--- src/rtl/sim_top.sv ---
// Banner/echo UART controller with cycle-windowed perf dump.
// All outputs come from flops; nothing on an input reaches an output in the same cycle.
//
// state  | meaning
// BANNER | stepping through the banner ROM, one character per transmit slot
// ECHO   | polling uart input every cycle and echoing through a 1-entry buffer
module sim_top #(
    parameter int MSG_LEN = 13,
    parameter int SLOT    = 4
) (
    input  logic        clock,
    input  logic        reset,
    input  logic [63:0] io_logCtrl_log_begin,
    input  logic [63:0] io_logCtrl_log_end,
    input  logic [63:0] io_logCtrl_log_level,
    input  logic        io_perfInfo_clean,
    input  logic        io_perfInfo_dump,
    output logic        io_uart_out_valid,
    output logic [7:0]  io_uart_out_ch,
    output logic        io_uart_in_valid,
    input  logic [7:0]  io_uart_in_ch
);

    localparam int SLOT_W = $clog2(SLOT);
    localparam int IDX_W  = (MSG_LEN > 1) ? $clog2(MSG_LEN) : 1;

    typedef enum logic {
        BANNER = 1'b0,
        ECHO   = 1'b1
    } state_t;

    state_t             state;
    logic [63:0]        cyc;
    logic [31:0]        perf;
    logic [IDX_W-1:0]   banner_idx;
    logic               banner_done;
    logic [7:0]         echo_buf;
    logic               echo_full;
    logic               dump_pend;
    logic               out_valid_q;
    logic [7:0]         out_ch_q;

    logic               slot_next;
    logic               inwin;
    logic               dump_ok;
    logic               dump_take;
    logic               in_accept;
    logic [31:0]        idx32;
    logic [7:0]         rom_ch;

    // The output flops load on the edge that enters the slot cycle,
    // so the slot is detected one cycle early.
    assign slot_next = (cyc[SLOT_W-1:0] == SLOT_W'(SLOT - 2));

    assign inwin = (io_logCtrl_log_end != 64'd0) &&
                   (io_logCtrl_log_begin <= cyc) &&
                   (cyc < io_logCtrl_log_end);

    assign dump_ok   = io_perfInfo_dump && ((|io_logCtrl_log_level) || inwin);
    assign dump_take = slot_next && (dump_pend || dump_ok);
    assign in_accept = (state == ECHO) && (io_uart_in_ch != 8'hFF) && !echo_full;

    assign idx32 = 32'(banner_idx);

    always_comb begin
        rom_ch = 8'h00;
        case (idx32)
            32'd0:   rom_ch = 8'h48;  // H
            32'd1:   rom_ch = 8'h65;  // e
            32'd2:   rom_ch = 8'h6C;  // l
            32'd3:   rom_ch = 8'h6C;  // l
            32'd4:   rom_ch = 8'h6F;  // o
            32'd5:   rom_ch = 8'h20;
            32'd6:   rom_ch = 8'h53;  // S
            32'd7:   rom_ch = 8'h69;  // i
            32'd8:   rom_ch = 8'h6D;  // m
            32'd9:   rom_ch = 8'h54;  // T
            32'd10:  rom_ch = 8'h6F;  // o
            32'd11:  rom_ch = 8'h70;  // p
            32'd12:  rom_ch = 8'h0A;  // newline
            default: rom_ch = 8'h00;
        endcase
    end

    always_ff @(posedge clock) begin
        if (reset) begin
            state       <= BANNER;
            cyc         <= 64'd0;
            perf        <= 32'd0;
            banner_idx  <= '0;
            banner_done <= 1'b0;
            echo_buf    <= 8'h00;
            echo_full   <= 1'b0;
            dump_pend   <= 1'b0;
            out_valid_q <= 1'b0;
            out_ch_q    <= 8'h00;
        end else begin
            cyc <= cyc + 64'd1;

            // Clean zeroes first; an emission in the same cycle still counts.
            if (io_perfInfo_clean)
                perf <= {31'd0, out_valid_q};
            else
                perf <= perf + {31'd0, out_valid_q};

            out_valid_q <= 1'b0;
            out_ch_q    <= 8'h00;

            if (dump_ok)
                dump_pend <= 1'b1;

            if (dump_take) begin
                out_valid_q <= 1'b1;
                out_ch_q    <= io_perfInfo_clean ? 8'h00 : perf[7:0];
                dump_pend   <= 1'b0;
            end else if (slot_next) begin
                if (state == BANNER && !banner_done) begin
                    out_valid_q <= 1'b1;
                    out_ch_q    <= rom_ch;
                    banner_idx  <= banner_idx + IDX_W'(1);
                    if (banner_idx == IDX_W'(MSG_LEN - 1))
                        banner_done <= 1'b1;
                end else if (state == ECHO && echo_full) begin
                    out_valid_q <= 1'b1;
                    out_ch_q    <= echo_buf;
                    echo_full   <= 1'b0;
                end
            end

            // Last banner character has gone out; switch over on the following cycle.
            if (state == BANNER && banner_done) begin
                state       <= ECHO;
                banner_done <= 1'b0;
            end

            if (in_accept) begin
                echo_buf  <= io_uart_in_ch;
                echo_full <= 1'b1;
            end
        end
    end

    assign io_uart_out_valid = out_valid_q;
    assign io_uart_out_ch    = out_ch_q;
    assign io_uart_in_valid  = (state == ECHO);

endmodule

--- config.mk ---
export PLATFORM = sky130hd
export DESIGN_NAME = sim_top
export DESIGN_NICKNAME = d
export VERILOG_FILES = /design/src/rtl/sim_top.sv
export SDC_FILE = /design/constraint.sdc
export NUM_CORES = 1
export LEC_CHECK = 0
export ABC_CLOCK_PERIOD_IN_PS = 5220
export CORE_ASPECT_RATIO = 1.1
export CORE_MARGIN = 5
export CORE_UTILIZATION = 50
export DETAILED_ROUTE_END_ITERATION = 7
export HOLD_SLACK_MARGIN = 0.1
export PLACE_DENSITY = 0.91
export SLEW_MARGIN = 20
export SYNTH_ARGS = -nofsm -noshare
export SYNTH_HDL_FRONTEND = slang
export SYNTH_SLANG_ARGS = --single-unit
export TNS_END_PERCENT = 5
--- constraint.sdc ---
create_clock -name clock -period 5.22 [get_ports clock]
set_input_delay 1.044 -clock clock [delete_from_list [all_inputs] [get_ports clock]]
set_output_delay 1.044 -clock clock [all_outputs]
set_load 0.005 [all_outputs]
# Word-level counts from Yosys, hierarchy flattened
# Memories as Yosys holds them, arrays and structs flattened. A register that Yosys moved wholly into a read port is not among the register bits.
# Index checks and enable logic that the tools add are counted.
# totals
reg_bits	121
elab_cells	64
in_bits	204
mem_bits_ro	112
memories	1
# memory_table
name	words	width	rd	rd_clocked_by_memory_dff	wr	line_no	source
(no name shown)	16	7	1	1	0	67	case (idx32)
# classes
n_eq_ne	5
bitwise_logic	2
n_reduce_logical	23
n_addsub	3
magnitude_cmp	2
n_mux	17
# op_table
op	n
adder 64 x 1 -> 64 bit, second input constant	1
less-or-equal comparator 64 bit	1
less-than comparator 64 bit	1
nonzero test 64 bit	1
OR reduction 64 bit	1
2-to-1 mux 8 bit	5
adder 32 x 1 -> 32 bit	1
2-to-1 mux 1 bit	10
logical AND 1 bit	9
2-to-1 mux 4 bit	2
!= test 8 bit, second input constant	1
AND reduction 4 bit	2
OR reduction 2 bit	3
adder 4 x 1 -> 4 bit, second input constant	1
equality test 4 bit, second input constant	1
nonzero test 2 bit	2
AND reduction 3 bit	1
equality test 2 bit, second input constant	1
zero test 1 bit	2
logical OR 1 bit	2
!= test 2 x 1 -> 1 bit, second input constant	1
!= test 2 bit, second input constant	1
NOT 1 bit	2

# Depth between registers and ports, before layout
# Gate-level depths: netlist of the first run.
# depth
word_depth	11
depth_mapped	16
ltp_nobuf	15

# Worst setup path after synthesis of the first run
# Ideal clock, no wire load.
# synth_timing
kind	input port to flip-flop
startpoint	in io_logCtrl_log_end[51]
endpoint	reg rom_ch[3] (netlist name)
slack_ps	842
cell_stages	15
arrival_time_ps	4243
t_required_ps	5086
path_cell_list	inv_1 ha_1 a21oi_1 o21ai_0 a221o_1 a2111o_1 nor3_1 a41oi_4 and2_1 buf_6 mux2i_1 nor2_1 inv_1 ha_1 mux4_2
# synth_via
elab_chain_len	11
word_cells_on_any_way	12
classes_between	1 x order compare; 2 x mux; 1 x bitwise; 8 x reduce/logical
# synth_rtl
element	line_no	source
from (decl)	14	input logic [63:0] io_logCtrl_log_end,
branches (longest 2 deep; another with less-than comparator 64 bit)	n/a	
logical AND 1 bit *	56	(io_logCtrl_log_begin <= cyc) &&
logical OR 1 bit *	59	assign dump_ok = io_perfInfo_dump && ((|io_logCtrl_log_level) || inwin);
logical AND 1 bit *	59	
logical OR 1 bit *	60	assign dump_take = slot_next && (dump_pend || dump_ok);
logical AND 1 bit *	60	
NOT 1 bit (no source line) *	n/a	
AND reduction 3 bit (no source line) *	n/a	
2-to-1 mux 4 bit (no source line) * (2 in a row)	n/a	
# Mark *: on every way between the ends.
# A chain may end at the register's enable or synchronous reset.

# Worst setup path after layout of the first run
# layout_timing
startpoint	in io_logCtrl_log_end[51]
endpoint	reg rom_ch[3] (netlist name)
# layout_via
elab_chain_len	11
word_cells_on_any_way	12
classes_between	1 x order compare; 2 x mux; 1 x bitwise; 8 x reduce/logical
# layout_rtl
element	line_no
branches (longest 2 deep; another with less-than comparator 64 bit)	n/a
logical AND 1 bit *	56
logical OR 1 bit *	59
logical AND 1 bit *	59
logical OR 1 bit *	60
logical AND 1 bit *	60
NOT 1 bit (no source line) *	n/a
AND reduction 3 bit (no source line) *	n/a
2-to-1 mux 4 bit (no source line) * (2 in a row)	n/a
# Marked as above.

==> flow_summary.yaml, run 1 <==
timing:
  setup_viol: 0
  maxSlewViolCount: 0
  period_share_pct: 91.4
  timing.fmax_mhz: 210
  final.min_clock_period_ps: 4770
  hold_viol: 0
  maxSlewHeadroom_pct: 44.8
  fin_hold_ws_ps: 471
  rsz0062_at_grt: "no"
  setup_tns_ps: 0
  clock_skew_ps: 6.53
  worst-slew-pin-transition_ps: 822
grt:
  antenna_found_initial: 1
  grt_pass1_wl_um: 38100
  met3_usage_pct: 6.04
  grt_use_met2_pct: 48.4
  grt_max_degree: 63
  busiest_layer: "met2"
  gr-usage-all-layers_pct: 26.2
  overflow: 0
  grtUsageMet1_pct: 28.0
  grt_pass1_vias: 7933
synthesis:
  ys.flop_type: "dfxtp_1"
  ys_seq_area_share_pct: 26.2
  ys_top_cells_by_area: "dfxtp_1, ha_1, inv_1, xnor2_1, nor2_1"
  yosysTopAreaCell: "dfxtp_1"
  async_reset_ff_share_pct: 0
  ys_ff_latch: 104
  synthCells: 976
  ys_top_cells_by_count: "inv_1, ha_1, dfxtp_1"
  yosys_warnings: 0
  syn_area_um2: 7950
  synth.top_cell.area_share_pct: 26.2
  yosysMostFrequentCell: "inv_1"
  ys_types: 68
  synth_edf_count: 0
  syn_area_per_cell_um2: 8.14
  synth_nets: 1320
routing:
  drc: 0
  vias_per_cell: 5.67
  drtIter0Drc: 539
  wirelength_um: 25000
  dr.pass1.iters: 8
  dr_total_vias: 7910
  avgRoutedWirePerCell_um: 17.9
  postRouteAntennaNets: 0
cts:
  clockBufferDepth: 2
  post_cts_resized: 0
  cts_setup_buffers: 0
  cts_buffers: 9
  insertion_delay_ps: 350
  cts_root_buf: "clkbuf_16"
  cts_tree: "yes"
  clkSlewWorstSetupHoldPaths_ps: 70
  cts_htree_levels: 3
  hold_buffers: 0
  cts_sinks: 104
floorplan:
  core_area_um2: 15700
  dieArea_um2: 18500
  std_cell_rows: 48
  dieWidth_um: 130
  fp.dieH_um: 142
  start_util_pct: 50.7
  pin_count: 214
setup_path:
  start_kind: "input pin"
  cp_data_arrival_time_ps: 5000
  crit_slowest_cell: "clkdlybuf4s50_1"
  path_class: "input pin to flop"
  crit_required_ps: 5450
  cp-end-kind: "flop"
  path_cells: "clkdlybuf4s50_1, inv_1, ha_1, a21oi_1, o21ai_0, a221o_1, a2111o_1, nor3_1, a41oi_4, and2_1, mux2i_1, nor2_1, inv_1, ha_1, mux4_2"
  cp_max_fo: 4
  critPathMaxStageDelay_ps: 490
pwr:
  power_uw: 1860
  irDropWorstVdd_mv: 0.186
  p_leak_uw: 0.00437
  cellPowerDensity_nw_per_um2: 175
min_path:
  hp-class: "flop to flop"
outcome:
  status: "finished clean"
layout:
  fin_cells: 1394
  fill_cells: 1250
  nNetsFinal: 1532
  drive_above_1_share_pct: 4.36
  syn_to_final_growth_pct: 33.5
placement:
  io_buffers: 213
  dp_cells: 1377
  dp_hpwl_um: 20800
  gp_congestion: 0.952
flow_run:
  cap_viol_max_count: 0
cells in the final DEF (no fill, tap or decap), drive strengths merged, types with 5 or more instances in the layout:
cell,instances
clkdlybuf4s50,212
inv,144
ha,140
dfxtp,104
nor2,103
xnor2,59
a21oi,57
nand2,52
nor4,44
nand4,44
nand3,38
o21ai,24
nor3,23
mux2i,13
and4,12
clkbuf,12
buf,9
and3,8
a21o,7
a222oi,7
and2,7
a221oi,6
nand2b,6
or3,5
xor2,5
kinds of logic after synthesis:
| family | share of synthesized area, % |
|---|---|
| fa+ha+maj | 22.0 |
| simple gates | 23.6 |
| xor+xnor | 7.06 |
| compound gates | 10.4 |
| flops | 26.2 |
| mux | 2.65 |
| buf+inv | 8.05 |
path summary, 6_finish.rpt:
| kind | slack, ps | end | from | cells after the start |
|---|---|---|---|---|
| max | 450 | rom_ch[3] | io_logCtrl_log_end[51] | 15 |
| min reg2reg | 470 | banner_done | banner_done | 2 |
| max reg2reg | 1090 | rom_ch[3] | cyc[14] | 15 |
| min | 470 | banner_done | banner_done | 2 |
where the power goes:
part	internal, uW	total, uW	switching [uW]
Clock	411	718	306
Sequential	799	805	5.88
Combinational	198	335	137
Total	1410	1860	449
final cells by class:
type | count | area (um^2) | area share, %
multi-input cells | 708 | 5220 | 49.3
diodes | 1 | 2.50 | 0.0236
inverters | 144 | 541 | 5.10
well taps | 200 | 250 | 2.36
flip-flops and latches | 104 | 2080 | 19.6
clock buffers | 12 | 267 | 2.51
clock inverters | 4 | 51.3 | 0.484
repair buffers | 221 | 2190 | 20.6
flip-flops by register name, summed over array words and instances (netlist names):
register           flops
rom_ch                 7
io_uart_out_valid      1
echo_buf               8
banner_idx             4
io_uart_out_ch         8
perf                   8
banner_done            1
dump_pend              1
cyc                   64
echo_full              1
io_uart_in_valid       1
per-layer routing:
| layer | wire (um) | vias to the layer above |
|---|---|---|
| li1 | - | 3864 |
| met1 | 9220 | 3622 |
| met2 | 12500 | 360 |
| met3 | 2220 | 64 |
| met4 | 1060 | 0 |
| met5 | 0 | - |
critical path: cells and delay by family:
kind	cells	cell delay (ps)
fa+ha+maj	2	580
simple gates	3	820
mux	2	630
buf+inv	3	690
compound gates	5	1220
stage by stage:
stage | setup slack (ps) | util, % | cell area (um^2)
2_1_floorplan | 842 | - | 7950
3_3_place_gp | 238 | 65.6 | 10300
3_5_place_dp | 101 | 65.6 | 10300
4_1_cts | 472 | 67.6 | 10600
5_1_grt | 180 | 67.6 | 10600
6_report | 447 | 67.6 | 10600
(Power assumes the default switching activity.)
==> run 2: changes to the inputs <==
--- a/config.mk
+++ b/config.mk
@@ -8,10 +8,11 @@
 export ABC_CLOCK_PERIOD_IN_PS = 5220
 export CORE_ASPECT_RATIO = 1.1
 export CORE_MARGIN = 5
-export CORE_UTILIZATION = 50
+export CORE_UTILIZATION = 51
+export CTS_BUF_LIST = sky130_fd_sc_hd__clkbuf_4
 export DETAILED_ROUTE_END_ITERATION = 7
 export HOLD_SLACK_MARGIN = 0.1
-export PLACE_DENSITY = 0.91
+export PLACE_DENSITY = 0.93
 export SLEW_MARGIN = 20
 export SYNTH_ARGS = -nofsm -noshare
 export SYNTH_HDL_FRONTEND = slang
==> flow_summary.yaml, run 2 (synthesis results as in run 1) <==
floorplan:
  core_area_um2: 15200
  dieWidth_um: 129
  std_cell_rows: 47
  dieArea_um2: 18200
  pin_count: 214
  fp.dieH_um: 141
  start_util_pct: 52.4
cts:
  insertion_delay_ps: 490
  hold_buffers: 0
  clkSlewWorstSetupHoldPaths_ps: 160
  cts_sinks: 104
  cts_setup_buffers: 0
  cts_root_buf: "clkbuf_4"
  cts_buffers: 9
  cts_htree_levels: 3
  post_cts_resized: 0
  clockBufferDepth: 2
  cts_tree: "yes"
setup_path:
  cp-startpoint: "io_logCtrl_log_begin[61]"
  timing.rr.start: "cyc[15]"
  cp-end-kind: "flop"
  path_cells: "clkdlybuf4s50_1, ha_1, nand4_1, nor4_1, buf_4, nand3_1, a31oi_1, o21ai_0, a41oi_4, and2_1, mux2i_1, nor2_1, inv_1, ha_1, inv_1, mux4_2"
  path_class: "input pin to flop"
  crit_required_ps: 5590
  crit_slowest_cell: "nor4_1"
  cp_data_arrival_time_ps: 4990
  cp_max_fo: 4
  critPathMaxStageDelay_ps: 490
  start_kind: "input pin"
placement:
  dp_cells: 1373
  gp_congestion: 0.951
  dp_hpwl_um: 20900
  io_buffers: 213
timing:
  final.min_clock_period_ps: 4620
  worst-slew-pin-transition_ps: 1060
  timing.fmax_mhz: 217
  maxSlewHeadroom_pct: 29.2
  rsz0062_at_grt: "no"
  maxSlewViolCount: 0
  clock_skew_ps: 19.4
  setup_tns_ps: 0
  fin_hold_ws_ps: 508
  setup_viol: 0
  hold_viol: 0
  period_share_pct: 88.4
routing:
  dr.pass1.iters: 5
  postRouteAntennaNets: 0
  dr_total_vias: 8017
  drtIter0Drc: 646
  drc: 0
  wirelength_um: 25100
  avgRoutedWirePerCell_um: 18.1
  vias_per_cell: 5.77
grt:
  grt_pass1_wl_um: 38600
  antenna_found_initial: 1
  grt_pass1_vias: 7933
  overflow: 0
  gr-usage-all-layers_pct: 26.5
  grt_max_degree: 54
min_path:
  hold_start: "banner_done"
  hp-class: "flop to flop"
layout:
  final_common_cell: "clkdlybuf4s50_1"
  fill_cells: 1196
  syn_to_final_growth_pct: 31.2
  fin_cells: 1390
  drive_above_1_share_pct: 4.28
  nNetsFinal: 1532
  top_register: "cyc"
  final_cell_mix: "clkdlybuf4s50_1, inv_1, ha_1"
  multi_input_area_um2: 5220
  seq_area_um2: 2080
  largest_reg_flops: 64
pwr:
  irDropWorstVdd_mv: 0.204
  cellPowerDensity_nw_per_um2: 152
  p_leak_uw: 0.00429
outcome:
  status: "finished clean"
flow_run:
  cap_viol_max_count: 0
[run 2: cell types whose count changed in the layout (fill, tap and decap cells not counted), sizes merged]
cell      previous run  this run
clkinv               2         3
clkinvlp             1         0
diode                1         2
clkbuf              12        11
[run 2: path summary, 6_finish.rpt]
kind	endpoint	cells after the start	slack [ps]
worst max-delay path	rom_ch[3]	16	600
worst min-delay path	banner_done	2	510
worst max register to register	rom_ch[3]	15	1000
worst min register to register	banner_done	2	510
[run 2: worst max-delay path: cells and delay by family]
kind	cells	cell delay, ps
compound gates	3	650
fa+ha+maj	2	540
buf+inv	4	900
mux	2	700
simple gates	5	1160
[run 2: layer usage]
layer,share of wire [%],global-route usage [%]
met5,0,0
met2,49,47.4
met4,4.5,11.9
met1,38,30.2
met3,8.8,4.84
[run 2: cell type report]
class,count,area share (%)
clock buffers,11,0.792
inverters,144,5.19
well taps,196,2.35
clock inverters,4,0.540
repair buffers,221,21.0
diodes,2,0.0480
multi-input cells,708,50.1
flip-flops and latches,104,20.0
[run 2: metrics by stage]
step                area [um^2]  util [%]  power, uW  setup slack (ps)
floorplan                  7950         -        940               842
global placement          10300      67.7       1150               248
detailed placement        10300      67.7       1160               142
CTS                       10400      68.7       1580               665
global route              10400      68.7       1650               362
finish                    10400      68.7       1580               604
[run 2: where the power goes]
group	internal, uW	total, uW	switching (uW)
combinational	199	338	139
sequential	800	806	5.79
clock	157	439	282
==> run 3: changes to the inputs <==
--- a/config.mk
+++ b/config.mk
@@ -10,6 +10,8 @@
 export CORE_MARGIN = 5
 export CORE_UTILIZATION = 51
 export CTS_BUF_LIST = sky130_fd_sc_hd__clkbuf_4
+export CTS_CLUSTER_DIAMETER = 200
+export CTS_CLUSTER_SIZE = 14
 export DETAILED_ROUTE_END_ITERATION = 7
 export HOLD_SLACK_MARGIN = 0.1
 export PLACE_DENSITY = 0.93
==> results of run 3 <==
Same layout as run 2: the final DEF is identical, and so are final timing and power.
